===== src/rtl/data_memory_arbiter.sv =====
// Two-port round-robin arbiter and access sequencer for the shared data memory.
// Port 0 is the core load/store unit, port 1 the debug/DMA agent. One request
// is in flight at a time. It spends one cycle in ACCESS, where the memory
// strobes are driven, and one cycle in RESP, where the registered response goes
// back to the port that issued it. A new request may be accepted during RESP,
// which gives one transaction every two cycles.
module data_memory_arbiter #(
    parameter int ADDR_WORDS = 1024
) (
    input  logic        clock,
    input  logic        reset_n,

    input  logic        p0_req_valid,
    output logic        p0_req_ready,
    input  logic        p0_req_write,
    input  logic [31:0] p0_req_addr,
    input  logic [31:0] p0_req_wdata,
    output logic        p0_resp_valid,
    output logic [31:0] p0_resp_rdata,
    output logic        p0_resp_error,

    input  logic        p1_req_valid,
    output logic        p1_req_ready,
    input  logic        p1_req_write,
    input  logic [31:0] p1_req_addr,
    input  logic [31:0] p1_req_wdata,
    output logic        p1_resp_valid,
    output logic [31:0] p1_resp_rdata,
    output logic        p1_resp_error,

    output logic        mem_read_enable,
    output logic        mem_write_enable,
    output logic [31:0] mem_address,
    output logic [31:0] mem_write_data,
    input  logic [31:0] mem_read_data
);

    // The word count gets one extra bit so that ADDR_WORDS = 2**30 still fits.
    localparam logic [30:0] ADDR_LIMIT = 31'(ADDR_WORDS);

    typedef enum logic [1:0] {
        IDLE,
        ACCESS,
        RESP
    } state_t;

    state_t      state;
    logic        last_grant;   // port granted most recently; 1 after reset so port 0 wins the first tie
    logic        cur_port;
    logic        cur_write;
    logic        cur_error;
    logic [29:0] cur_index;
    logic [31:0] cur_wdata;
    logic [31:0] rdata_q;      // load data captured at the end of ACCESS

    logic        can_accept;
    logic        sel_port;
    logic        handshake;
    logic        sel_write;
    logic [31:0] sel_addr;
    logic [31:0] sel_wdata;
    logic        sel_error;

    // Pick a port, raise its ready, and decode the selected request payload.
    always_comb begin
        // NOTE: every signal gets a default at the top of an always_comb block, so no path leaves one unassigned and no latch is inferred.
        can_accept = 1'b0;
        sel_port   = 1'b0;
        if (reset_n && (state == IDLE || state == RESP)) begin
            can_accept = 1'b1;
        end
        if (p0_req_valid && p1_req_valid) begin
            sel_port = ~last_grant;
        end else begin
            sel_port = p1_req_valid;
        end

        p0_req_ready = can_accept && p0_req_valid && !sel_port;
        p1_req_ready = can_accept && p1_req_valid &&  sel_port;
        handshake    = p0_req_ready || p1_req_ready;

        sel_write = sel_port ? p1_req_write : p0_req_write;
        sel_addr  = sel_port ? p1_req_addr  : p0_req_addr;
        sel_wdata = sel_port ? p1_req_wdata : p0_req_wdata;
        sel_error = (sel_addr[1:0] != 2'b00) || ({1'b0, sel_addr[31:2]} >= ADDR_LIMIT);
    end

    // Sequence IDLE -> ACCESS -> RESP, latching the accepted request and the load data.
    always_ff @(posedge clock or negedge reset_n) begin
        if (!reset_n) begin
            state      <= IDLE;
            last_grant <= 1'b1;
            cur_port   <= 1'b0;
            cur_write  <= 1'b0;
            cur_error  <= 1'b0;
            cur_index  <= '0;
            cur_wdata  <= '0;
            rdata_q    <= '0;
        end else begin
            // NOTE: state registers use non-blocking assignments, so every register samples the pre-edge values regardless of statement order.
            case (state)
                IDLE, RESP: begin
                    if (handshake) begin
                        state      <= ACCESS;
                        last_grant <= sel_port;
                        cur_port   <= sel_port;
                        cur_write  <= sel_write;
                        cur_error  <= sel_error;
                        cur_index  <= sel_addr[31:2];
                        cur_wdata  <= sel_wdata;
                    end else begin
                        state <= IDLE;
                    end
                end
                ACCESS: begin
                    rdata_q <= (!cur_write && !cur_error) ? mem_read_data : 32'h0;
                    state   <= RESP;
                end
                default: state <= IDLE;
            endcase
        end
    end

    // Drive memory strobes and responses straight from registered state only.
    always_comb begin
        mem_read_enable  = 1'b0;
        mem_write_enable = 1'b0;
        mem_address      = 32'h0;
        mem_write_data   = 32'h0;
        p0_resp_valid    = 1'b0;
        p0_resp_rdata    = 32'h0;
        p0_resp_error    = 1'b0;
        p1_resp_valid    = 1'b0;
        p1_resp_rdata    = 32'h0;
        p1_resp_error    = 1'b0;

        if (state == ACCESS && !cur_error) begin
            mem_read_enable  = !cur_write;
            mem_write_enable =  cur_write;
            mem_address      = {2'b00, cur_index};
            mem_write_data   = cur_wdata;
        end

        if (state == RESP) begin
            if (cur_port) begin
                p1_resp_valid = 1'b1;
                p1_resp_rdata = rdata_q;
                p1_resp_error = cur_error;
            end else begin
                p0_resp_valid = 1'b1;
                p0_resp_rdata = rdata_q;
                p0_resp_error = cur_error;
            end
        end
    end

endmodule


===== config.mk =====
export PLATFORM = sky130hd
export DESIGN_NAME = data_memory_arbiter
export DESIGN_NICKNAME = d
export VERILOG_FILES = /design/src/rtl/data_memory_arbiter.sv
export SDC_FILE = /design/constraint.sdc
export NUM_CORES = 1
export LEC_CHECK = 0
export CAP_MARGIN = 20
export CORE_AREA = 2 2 119 121
export CTS_CLUSTER_SIZE = 30
export DETAILED_ROUTE_END_ITERATION = 10
export DIE_AREA = 0 0 121 123
export GPL_ROUTABILITY_DRIVEN = 1
export PLACE_DENSITY = 0.88
export SKIP_CTS_REPAIR_TIMING = 1
export SLEW_MARGIN = 15
export SYNTH_ARGS = -nofsm -noshare
export SYNTH_HDL_FRONTEND = slang
export SYNTH_SLANG_ARGS = --single-unit

===== constraint.sdc =====
create_clock -name clock -period 3.2 [get_ports clock]
set_clock_uncertainty 0.2 [all_clocks]
set_input_delay 0.64 -clock clock [delete_from_list [all_inputs] [get_ports clock]]
set_output_delay 0.64 -clock clock [all_outputs]
set_load 0.05 [all_outputs]

==> flow_summary_export.csv <==
group,metric,value,unit
run_status,status,"complete, no violations",
place,io_buffer_count,299,
timing,hold_viol,0,
clocking,cts_max_path_buffers,2,
critical_path,r2r-end,"rdata_q[30]",
synth,syn_inst,533,
power,clkPwrFrac,34.1,%
grt,grt_usage,23.9,%
timing,setup_viol,0,
clocking,cts.sink_count,100,
detailed_routing,post_drt_via_cell_ratio,4.98,
power,power.switching,0.843,mW
grt,grt_antenna_before_repair,0,
power,power_per_cell_area,335,mW/mm2
synth,synth_common_cells,"and2_1 (129), dfrtp_1 (99), nand2_1 (69)",
layout,n_antenna_cell,0,
clocking,tritoncts,"done",
detailed_routing,drt_wl_total,17500,um
clocking,cts_root_buffer,"clkbuf_16",
layout,drive_gt1_share,20.6,%
power,p_seq_share,46.7,%
critical_path,end_kind,"output port",
power,combPwrFrac,19.2,%
clocking,cts_inserted_buffers,9,
synth,synth.yosys.seq_area_share,47.8,%
hold_path,hp-class,"primary input to asynchronous set/reset pin",
floorplanning,start_util,38.5,%
job,cap_violations,0,
detailed_routing,dr.pass1.iters,6,
power,swShare,26.1,%
floorplanning,io_pins,302,
timing,rsz0062_at_grt,"false",
synth,synth_top_area_share,47.3,%
critical_path,arrival,2.16,ns
layout,fillers,947,
detailed_routing,final_antenna_net_count,0,
critical_path,endpoint,"mem_address[24]",
place,placed_area,0.00934,mm2
floorplanning,dieHeight,123,um
critical_path,r2r-start,"state[0]",
clocking,worst_skew_pair.late_latency,0.34,ns
detailed_routing,drc,0,
synth,synth_area,0.00524,mm2
timing,maxSlewHeadroom,49.4,%
grt,grt_pass1_vias,5186,
grt,grt_remaining_overflow,0,
synth,synth-edff-count,0,
layout,areaGrowthSynthToFinish,84.0,%
layout,final_net_count,980,
critical_path,rrSetupSlack,1.27,ns
power,p_int,2.39,mW
critical_path,startpoint,"state[0]",
synth,synth_cell_types,30,
critical_path,r2r_cells,4,
clocking,clkSlewWorstSetupHoldPaths,0.07,ns
synth,synthTopCellsByArea,"dfrtp_1 (47%), and2_1 (15%), mux2i_1 (12%)",
detailed_routing,drt_iter0_drc,235,
floorplanning,core_region_area,0.0136,mm2
grt,grt_pass1_wl,27500,um
synth,dominantRegCellSynth,"dfrtp_1",
synth,synth_seq_cells,100,
layout,design_area,0.00964,mm2
critical_path,cp-start-kind,"flop",
floorplanning,die_area,0.0149,mm2
timing,fin_crit_sh,93.6,%
floorplanning,fp.dieW,121,um
critical_path,path_class,"flop to output port",
power,p_leak,4.30,nW
synth,syn_area_per_cell,9.82,um2
timing,drv_slew,0,
place,place_hpwl,13700,um
timing,worstMarginPinSlew,0.759,ns
timing,fmax,334,MHz
critical_path,worstPathRequired,2.36,ns
detailed_routing,wl_per_cell,17.5,um
timing,setup-tns-final,0,ns
clocking,htree_levels,3,
synth,async_flop_share,100,%
place,place_congestion,0.852,
grt,grt_max_degree,96,
critical_path,path_max_fanout,37,
floorplanning,rows,43,
synth,synth_most_common_cell,"and2_1",
detailed_routing,vias,4971,
synth,yosys.area.top_type,"dfrtp_1",
power,peakVddDrop,0.221,mV
synth,yosysWarnings,0,
timing,min_period,3.00,ns
cell families (layout without fill, tap and decap cells):
kind of cell,count (synthesis),after routing,share of synthesized area [%]
simple gates,222,222,23.5
flops,100,100,47.8
compound gates,101,101,12.1
mux,63,63,12.0
other cells,1,2,0.0716
buf+inv,46,331,4.49
power groups by stage:
stage	registers, mW	logic (mW)	clock network, mW
finish	1.51	0.620	1.10
global route	1.53	0.687	1.18
CTS	1.51	0.628	1.13
detailed placement	1.53	0.628	0
global placement	1.52	0.602	0
floorplan	1.49	0.314	0
placed cells by master (no fill, tap or decap), drive strengths merged:
master / n
o21ai: 66
and3b: 1
inv: 4
nor2: 3
clkbuf: 16
conb: 2
mux2i: 63
dfrtp: 99
dfstp: 1
clkdlybuf4s50: 164
nor3b: 1
a21oi: 1
nand2: 69
nand4: 2
a22o: 32
nor4: 8
buf: 147
nor2b: 1
o22ai: 1
nand3: 2
and2: 129
nand2b: 1
a21boi: 1
nor3: 5
stage by stage:
step                power (mW)  worst slack (ns)  util [%]  std cells  hold slack, ns
finish                    3.23             0.203      70.8        999           0.276
global route              3.39            0.0499      70.8        999           0.303
CTS                       3.27             0.170      70.8        999           0.283
global placement          2.13             0.525      68.6        983           0.257
detailed placement        2.16             0.484      68.6        983           0.268
floorplan                 1.80             0.541         -        534           0.144
sequential cells by signal, indices dropped and copies added (netlist names):
register and count:
cur_wdata 32, rdata_q 32, cur_index 30, state 2
cur_error 1, cur_port 1, cur_write 1, last_grant 1
worst min-delay path by stage:
| stage | from | endpoint | slack, ns | depth (start not counted) |
|---|---|---|---|---|
| floorplan | reset_n | cur_error | 0.14 | 0 |
| global placement | cur_wdata[23] | cur_wdata[23] | 0.26 | 2 |
| detailed placement | cur_wdata[18] | cur_wdata[18] | 0.27 | 2 |
| CTS | cur_wdata[18] | cur_wdata[18] | 0.28 | 2 |
| global route | cur_index[12] | cur_index[12] | 0.30 | 2 |
| finish | reset_n | cur_index[17] | 0.28 | 2 |
metal layers:
metal  wire length (um)  part of all wire (%)  GRT usage, %  up-vias
met1               6790                    39          27.9     2384
met3               1390                   7.9          6.83       21
met5                  0                     0             0        -
met4                316                   1.8          7.41        0
li1                   -                     -             -     2359
met2               8980                    51          42.7      207
critical path: stages (launching register included):
cell and delay (ns):
dfrtp_1 0.44, nand2b_1 0.40, nor2_4 0.20, buf_4 0.35, and2_1 0.25, buf_12 0.15
cell type report:
cell class                      instances  area [um2]  share of cell area (%)
Sequential cell                       100        2500                    26.0
Multi-Input combinational cell        388        2520                    26.1
Tap cell                              180         225                    2.34
Clock buffer                           16         302                    3.13
Inverter                                4        15.0                   0.156
Timing Repair Buffer                  311        4070                    42.2
(Power assumes the default switching activity.)
